**src/rtl/scan_test_pkg.sv**
```systemverilog
// Shared types and helpers for the scan test controller.
package scan_test_pkg;

  typedef enum logic [2:0] {
    IDLE      = 3'd0,
    SHIFT_IN  = 3'd1,
    CAPTURE   = 3'd2,
    SHIFT_OUT = 3'd3,
    COMPARE   = 3'd4
  } state_t;

  // Width-agnostic saturating increment; callers cast to/from their counter width.
  function automatic logic [31:0] sat_inc(input logic [31:0] value, input logic [31:0] max_value);
    if (value >= max_value) begin
      return max_value;
    end else begin
      return value + 32'd1;
    end
  endfunction

endpackage

```
**src/rtl/scan_shift_reg.sv**
```systemverilog
// Chain image register: parallel load / MSB-first serial out, and serial in at the LSB
// so the first bit received ends up in the MSB after CHAIN_LEN shifts.
module scan_shift_reg #(
  parameter int CHAIN_LEN = 2
) (
  input  logic                 clk,
  input  logic                 reset,
  input  logic                 i_load,
  input  logic [CHAIN_LEN-1:0] i_load_data,
  input  logic                 i_shift,
  input  logic                 i_serial_in,
  output logic                 o_serial_out,
  output logic                 o_last,
  output logic [CHAIN_LEN-1:0] o_data
);

  localparam int BW = (CHAIN_LEN > 1) ? $clog2(CHAIN_LEN) : 1;
  localparam logic [BW-1:0] LAST = BW'(CHAIN_LEN - 1);

  logic [CHAIN_LEN-1:0] r_data;
  logic [BW-1:0]        r_cnt;
  logic [CHAIN_LEN-1:0] w_next;

  assign w_next       = (r_data << 1) | CHAIN_LEN'(i_serial_in);
  assign o_serial_out = r_data[CHAIN_LEN-1];
  assign o_last       = (r_cnt == LAST);
  assign o_data       = r_data;

  // Counter restarts whenever shifting pauses, so each shift burst counts from zero.
  always_ff @(posedge clk) begin
    if (reset) begin
      r_data <= '0;
      r_cnt  <= '0;
    end else if (i_load) begin
      r_data <= i_load_data;
      r_cnt  <= '0;
    end else if (i_shift) begin
      r_data <= w_next;
      r_cnt  <= (r_cnt == LAST) ? '0 : r_cnt + BW'(1);
    end else begin
      r_cnt  <= '0;
    end
  end

endmodule

```
**src/rtl/scan_test_controller.sv**
```systemverilog
// Tester side of a mux-D scan protocol: shift in, capture, shift out, compare.
module scan_test_controller
  import scan_test_pkg::*;
#(
  parameter int CHAIN_LEN = 2,
  parameter int PI_WIDTH  = 1,
  parameter int PO_WIDTH  = 1,
  parameter int CNT_WIDTH = 16
) (
  input  logic                 clk,
  input  logic                 reset,
  input  logic                 i_start,
  input  logic [CHAIN_LEN-1:0] i_chain_load,
  input  logic [PI_WIDTH-1:0]  i_pi_value,
  input  logic [CHAIN_LEN-1:0] i_exp_chain,
  input  logic [PO_WIDTH-1:0]  i_exp_po,
  output logic                 o_scan_en,
  output logic                 o_scan_in,
  output logic [PI_WIDTH-1:0]  o_dut_pi,
  input  logic                 i_scan_out,
  input  logic [PO_WIDTH-1:0]  i_dut_po,
  output logic                 o_busy,
  output logic                 o_done,
  output logic                 o_pass,
  output logic [CHAIN_LEN-1:0] o_mismatch_chain,
  output logic [PO_WIDTH-1:0]  o_mismatch_po,
  output logic [CNT_WIDTH-1:0] o_pattern_cnt,
  output logic [CNT_WIDTH-1:0] o_fail_cnt
);

  localparam logic [31:0] CNT_MAX = 32'({CNT_WIDTH{1'b1}});

  state_t               r_state;
  logic [PI_WIDTH-1:0]  r_pi;
  logic [CHAIN_LEN-1:0] r_exp_chain;
  logic [PO_WIDTH-1:0]  r_exp_po;
  logic [PO_WIDTH-1:0]  r_po_sample;
  logic                 w_load;
  logic                 w_serial_in;
  logic                 w_serial_out;
  logic                 w_last;
  logic [CHAIN_LEN-1:0] w_captured;
  logic [CHAIN_LEN-1:0] w_mm_chain;
  logic [PO_WIDTH-1:0]  w_mm_po;
  logic                 w_pass;

  // Scan-side outputs are pure decodes of registered state.
  assign o_scan_en   = (r_state == SHIFT_IN) || (r_state == SHIFT_OUT);
  assign o_scan_in   = (r_state == SHIFT_IN) && w_serial_out;
  assign o_busy      = (r_state != IDLE);
  assign o_dut_pi    = r_pi;
  assign w_load      = (r_state == IDLE) && i_start;
  assign w_serial_in = (r_state == SHIFT_OUT) && i_scan_out;
  assign w_mm_chain  = w_captured ^ r_exp_chain;
  assign w_mm_po     = r_po_sample ^ r_exp_po;
  assign w_pass      = ~(|w_mm_chain) && ~(|w_mm_po);

  scan_shift_reg #(.CHAIN_LEN(CHAIN_LEN)) u_shift (
    .clk          (clk),
    .reset        (reset),
    .i_load       (w_load),
    .i_load_data  (i_chain_load),
    .i_shift      (o_scan_en),
    .i_serial_in  (w_serial_in),
    .o_serial_out (w_serial_out),
    .o_last       (w_last),
    .o_data       (w_captured)
  );

  // Pattern sequencer with registered results and counters.
  always_ff @(posedge clk) begin
    if (reset) begin
      r_state          <= IDLE;
      r_pi             <= '0;
      r_exp_chain      <= '0;
      r_exp_po         <= '0;
      r_po_sample      <= '0;
      o_done           <= 1'b0;
      o_pass           <= 1'b0;
      o_mismatch_chain <= '0;
      o_mismatch_po    <= '0;
      o_pattern_cnt    <= '0;
      o_fail_cnt       <= '0;
    end else begin
      o_done <= 1'b0;
      case (r_state)
        IDLE: begin
          if (i_start) begin
            r_pi        <= i_pi_value;
            r_exp_chain <= i_exp_chain;
            r_exp_po    <= i_exp_po;
            r_state     <= SHIFT_IN;
          end
        end
        SHIFT_IN: begin
          if (w_last) r_state <= CAPTURE;
        end
        CAPTURE: begin
          r_po_sample <= i_dut_po;
          r_state     <= SHIFT_OUT;
        end
        SHIFT_OUT: begin
          if (w_last) r_state <= COMPARE;
        end
        COMPARE: begin
          o_mismatch_chain <= w_mm_chain;
          o_mismatch_po    <= w_mm_po;
          o_pass           <= w_pass;
          o_done           <= 1'b1;
          o_pattern_cnt    <= o_pattern_cnt + CNT_WIDTH'(1);
          if (!w_pass) o_fail_cnt <= CNT_WIDTH'(sat_inc(32'(o_fail_cnt), CNT_MAX));
          r_state          <= IDLE;
        end
        default: r_state <= IDLE;
      endcase
    end
  end

endmodule
```
**config.mk**
```make
export PLATFORM = sky130hd
export DESIGN_NAME = scan_test_controller
export DESIGN_NICKNAME = d
export VERILOG_FILES = /design/src/rtl/scan_test_pkg.sv /design/src/rtl/scan_shift_reg.sv /design/src/rtl/scan_test_controller.sv
export SDC_FILE = /design/constraint.sdc
export NUM_CORES = 1
export LEC_CHECK = 0
export ABC_AREA = 1
export CORE_MARGIN = 2
export CORE_UTILIZATION = 50
export DETAILED_ROUTE_END_ITERATION = 16
export GPL_TIMING_DRIVEN = 0
export PLACE_DENSITY = 0.79
export SYNTH_ARGS = -nofsm -noshare
export SYNTH_HDL_FRONTEND = slang
export SYNTH_SLANG_ARGS = --single-unit
export TNS_END_PERCENT = 10
```
**constraint.sdc**
```tcl
create_clock -name clk -period 1.7 [get_ports clk]
set_clock_uncertainty 0.15 [all_clocks]
set_input_delay 0.255 -clock clk [delete_from_list [all_inputs] [get_ports clk]]
set_output_delay 0.255 -clock clk [all_outputs]
set_load 0.01 [all_outputs]
```
==> results.toml, run 1 <==
[run_status]
status = "finished clean"

[layout]
diodes = 0
multiInputGateArea_sq_mm = 0.00132
final_core_util = 0.694
drive_above_1_share = 0.163
areaGrowthSynthToFinish_pct = 35.0
seqCellArea_sq_um = 1000
nets = 430
final_cells = 472
num-fill-cells = 405

[synth]
netlist_area_sq_mm = 0.00240
synth_warnings = 0
synthFlopType = "dfxtp_1"
async_flop_share = 0
synthCells = 355
ys_seq_area_frac = 0.401
yosysUniqueCellTypes = 31
synth-edff-count = 0
synthesis.nets = 368
synth-seq-cells = 48
syn_avg_cell_area_sq_um = 6.76

[place]
place.gp.congestion = 0.872
port_buffers = 50
place_inst = 459
hpwl_mm = 4.10

[sta]
hold_ws_ns = 0.118
finalSetupTns_ns = 0
max-slew-margin-rel = 0.628
layout_worst_path_cycle_share = 0.986
setup_viol = 0
slew_viol_final = 0
rsz0062_at_grt = "yes"
hold_viol = 0
tightestPinTransition_ns = 0.558
fmax_mhz = 597
min_period_ns = 1.68

[worst_hold_path]
worst_hold_startpoint = "reset"
min_path_type = "in -> reg"

[critical_path]
critPathKind = "reg -> out"
path_max_fanout = 7
crit_arrival_ns = 1.27
critPathCaptureType = "primary output"
cp-start-kind = "flop"
critPathMaxStageDelay_ns = 0.55
crit_chain = "clkdlybuf4s50_1"
r2r_start = "o_fail_cnt[0]"
path_buf_inv = 1
required_ns = 1.29
crit_family = "buffers and inverters"
cp_slowest_cell = "clkdlybuf4s50_1"
critPathLaunch = "o_fail_cnt[11]"

[pwr]
p_total_mw = 2.34
p_per_area_mw_per_mm2 = 722
vdd_drop_max_v = 0.000552
power_leakage_nw = 1.29

[grt]
grt_max_degree = 15
antenna_found_initial = 0
grt_pass1_vias = 2276
overflow = 0
grt_pass1_wl_mm = 9.52
grt_usage = 0.225

[routing]
avgViaCountPerCell = 5.28
drtIter0Drc = 151
dr_total_vias = 2490
routed_wl_mm = 5.90
final_antenna_net_count = 0
wl_per_cell_um = 12.5
drtPass1Iterations = 4
drcViolationCount = 0

[floorplan]
start_util = 0.515
rows = 25
die_area_sq_mm = 0.00537
core_area_sq_mm = 0.00466
io_pins = 52
die-height_um = 73.3
die_w_um = 73.3

[clock_tree]
holdBufCountCts = 0
clock_latency_ns = 0.31
clock_path_buffers = 2
cts_sinks = 48
clockRootBuffer = "clkbuf_8"
clk_pin_slew_worst_paths_ns = 0.09
cts_buffers = 5
h-tree-depth = 2
cts_tree = "done"

[run]
maxCapViolCount = 0
-- layout by cell type, fill, tap and decap left out, types with 2 or more instances in the layout --
| cell | instances |
|---|---|
| nand2_2 | 3 |
| nor2_1 | 34 |
| dfxtp_4 | 2 |
| nand4_1 | 10 |
| inv_1 | 34 |
| inv_2 | 3 |
| dfxtp_1 | 21 |
| dfxtp_2 | 25 |
| a31oi_1 | 3 |
| nand3_1 | 29 |
| nand2_4 | 2 |
| nor2_2 | 5 |
| nand2_1 | 94 |
| xor2_1 | 6 |
| a21oi_1 | 30 |
| a211oi_1 | 3 |
| dlygate4sd2_1 | 2 |
| clkbuf_1 | 6 |
| o21ai_1 | 3 |
| clkbuf_8 | 5 |
| dlymetal6s2s_1 | 4 |
| buf_4 | 7 |
| clkbuf_2 | 2 |
| xnor2_1 | 2 |
| nor3_1 | 5 |
| o21ai_0 | 15 |
| clkdlybuf4s50_1 | 43 |
| nor2_4 | 5 |
-- Yosys cell counts (3+ instances only) --
library cell	number	area (sq um)
nor2_1	38	143
o21ai_1	3	15.0
a211oi_1	3	22.5
dfxtp_1	48	961
clkbuf_1	5	18.8
nand2_1	95	357
nand3_1	30	150
nor3_1	6	30.0
xor2_1	6	52.6
inv_1	34	128
o21ai_0	15	75.1
a31oi_1	3	18.8
a21oi_1	30	150
nand4_1	10	62.6
nand2_2	4	25.0
nor2_2	4	25.0
inv_2	3	11.3
-- path summary, 6_finish.rpt --
check / slack, ns / to / cells past startpoint
setup reg to reg: 0.04 / o_fail_cnt[8] / 8
hold / removal: 0.12 / o_pattern_cnt[2] / 2
setup / recovery: 0.02 / o_fail_cnt[11] / 1
hold reg to reg: 0.32 / o_dut_pi / 2
-- sequential cells by signal, summed over array words and instances (netlist names) --
name,cells
r_exp_po,1
o_pattern_cnt,16
u_shift.o_last,1
o_mismatch_po,1
o_pass,1
o_mismatch_chain,2
r_po_sample,1
u_shift.o_data,2
r_state,3
o_fail_cnt,16
o_dut_pi,1
r_exp_chain,2
o_done,1
-- metrics by stage --
step	cell area [sq um]	worst slack, ns
3_3_place_gp	2970	-0.178
3_5_place_dp	2970	-0.212
5_1_grt	3240	-0.0541
6_report	3240	0.0237
4_1_cts	3120	-0.0341
2_1_floorplan	2400	0.0320
-- cells by family after synthesis --
kind of cell | Yosys count | share of synthesized area
flip-flops | 48 | 0.401
AND/OR/NAND/NOR | 195 | 0.360
XOR/XNOR | 8 | 0.0292
AO/OA/AOI/OAI | 55 | 0.120
adder cells (fa/ha/maj) | 2 | 0.0104
buffers and inverters | 47 | 0.0788
-- power breakdown --
part | internal (mW) | leakage (nW) | switching [mW] | total, mW
combinational | 0.122 | 0.834 | 0.176 | 0.298
clock | 0.437 | 0.0552 | 0.400 | 0.837
sequential | 1.17 | 0.402 | 0.0347 | 1.20
total | 1.73 | 1.29 | 0.610 | 2.34
-- final cells by class --
class / count / area share
Buffer: 9 / 0.0143
Clock buffer: 6 / 0.0224
Clock inverter: 2 / 0.0108
Inverter: 38 / 0.0456
Multi-Input combinational cell: 260 / 0.406
Sequential cell: 48 / 0.309
Tap cell: 54 / 0.0209
Timing Repair Buffer: 55 / 0.171
-- metal layers --
layer,vias to the layer above,track usage,share of wire
li1,1278,-,-
met4,0,0.0988,0.022
met3,12,0.0466,0.058
met2,77,0.379,0.49
met1,1123,0.278,0.43
met5,-,0,0
-- repair_timing --
action	CTS	global route
endpoints found under the setup margin	33	39
resized for setup	26	30
pin swaps	0	4
buffers inserted	0	5
No activity file was read; power rests on OpenSTA's default activity.
==> run 2: changes to the inputs <==
- CORE_MARGIN: 2 -> default
==> results.toml, run 2 (synthesis results as in run 1) <==
[place]
place.gp.congestion = 0.813
port_buffers = 50
place_area_sq_mm = 0.00296
dp_slack_ns = -0.216
hpwl_mm = 4.12

[sta]
max-slew-margin-rel = 0.621
setup_viol = 0
layout_setup_ws_ns = 0.0245
layout_worst_path_cycle_share = 0.986
hold_ws_ns = 0.140
min_period_ns = 1.68
tightestPinTransition_ns = 0.568
hold_viol = 0
slew_viol_final = 0
fmax_mhz = 597
rsz0062_at_grt = "yes"

[routing]
wl_met2_mm = 3.07
drtIter0Drc = 168
routed.top_layer = "met4"
wl_per_cell_um = 13.1
wl_met3_um = 258
final_antenna_net_count = 0
avgViaCountPerCell = 5.39
wl_met1_mm = 2.71
drcViolationCount = 2
routed_wl_mm = 6.15
drtPass1Iterations = 10
dr_total_vias = 2538

[grt]
grt_pass1_wl_mm = 9.83
grt_usage = 0.246
grt_pass1_vias = 2227
overflow = 0
grt_max_degree = 14
antenna_found_initial = 0

[critical_path]
r2r_cells = 8
crit_arrival_ns = 1.27
r2r_start = "r_state[0]"
cp_slowest_cell = "clkdlybuf4s50_1"
cp-start-kind = "flop"
crit_chain = "clkdlybuf4s50_1"
required_ns = 1.29
path_max_fanout = 8
r2r_slack_ns = 0.06
critPathKind = "reg -> out"
critPathCaptureType = "primary output"
critPathMaxStageDelay_ns = 0.56
rr_endpoint = "o_pattern_cnt[13]"
crit_family = "buffers and inverters"
path_buf_inv = 1

[clock_tree]
clock_path_buffers = 2
cts_buffers = 5
clock_latency_ns = 0.31
h-tree-depth = 2
clk_pin_slew_worst_paths_ns = 0.08
clockRootBuffer = "clkbuf_8"
cts_sinks = 48
cts_tree = "done"

[layout]
diodes = 0
areaGrowthSynthToFinish_pct = 34.4
num-fill-cells = 377
multiInputGateArea_sq_mm = 0.00132
drive_above_1_share = 0.165
final_cell_area_sq_mm = 0.00322
nets = 431
seqCellArea_sq_mm = 0.00100
top_regs = "o_fail_cnt (16), o_pattern_cnt (16), r_state (3)"
final_cell_mix = "nand2_1, clkdlybuf4s50_1, inv_1"
layout_commonest_cell = "nand2_1"

[run]
maxCapViolCount = 0

[worst_hold_path]
worstHoldPathCells = 2
worst_hold_startpoint = "reset"
min_path_type = "in -> reg"
holdPathEnd = "o_pattern_cnt[2]"

[pwr]
p_total_mw = 2.23
p_per_area_mw_per_mm2 = 691
power_leakage_nw = 1.27
vdd_drop_max_v = 0.000475

[floorplan]
die_w_um = 71.3
io_pins = 52
die_area_sq_mm = 0.00508
die-height_um = 71.3
rows = 24
core_area_sq_mm = 0.00447
start_util = 0.536

[run_status]
status = "finished, violations left"
violations = "design-rule violations"
run 2: cell count changes in the layout (fill, tap and decap cells not counted), moves of 2 or more:
| cell | previous run | this run |
|---|---|---|
| nand2_2 | 3 | 5 |
| o21ai_0 | 15 | 13 |
| dfxtp_2 | 25 | 21 |
| dfxtp_4 | 2 | 4 |
| dfxtp_1 | 21 | 23 |
| o21ai_1 | 3 | 5 |
run 2: final cells by class:
| cell class | count | area share |
|---|---|---|
| well taps | 52 | 0.0202 |
| plain buffers | 9 | 0.0144 |
| clock buffers | 8 | 0.0280 |
| inverters | 38 | 0.0466 |
| repair buffers | 56 | 0.170 |
| multi-input cells | 260 | 0.410 |
| flip-flops and latches | 48 | 0.311 |
run 2: per-stage QoR:
step | TNS, ns | utilization | instances
after floorplan | 0 | - | 355
after detailed placement | -2.95 | 0.662 | 457
final | 0 | 0.720 | 471
after global placement | -2.00 | 0.662 | 457
after global routing | -0.145 | 0.720 | 471
after CTS | -0.000480 | 0.694 | 465
run 2: repair_timing:
item,4_1_cts,5_1_grt
endpoints found under the setup margin,33,38
hold buffers,0,0
buffers inserted,0,6
gates resized for setup,27,34
pin swaps,1,5
endpoints found under the hold margin,0,0
run 2: worst max-delay path by stage:
stage,startpoint,to,cells after the start
3_3_place_gp,o_fail_cnt[0],o_fail_cnt[13],7
3_5_place_dp,o_fail_cnt[0],o_fail_cnt[13],7
6_report,o_fail_cnt[13],o_fail_cnt[13],1
2_1_floorplan,o_fail_cnt[0],o_fail_cnt[1],7
4_1_cts,o_fail_cnt[0],o_fail_cnt[0],1
5_1_grt,o_fail_cnt[0],o_fail_cnt[6],7
run 2: per-layer routing:
layer  global-route usage  vias up
met5                    0        -
met4                0.127        0
met3               0.0394       14
met2                0.417       80
met1                0.303     1165
li1                     -     1279
run 2: power by group:
part	leakage (nW)	switching [mW]	internal, mW
sequential	0.402	0.0366	1.16
combinational	0.822	0.184	0.124
clock	0.0455	0.384	0.333
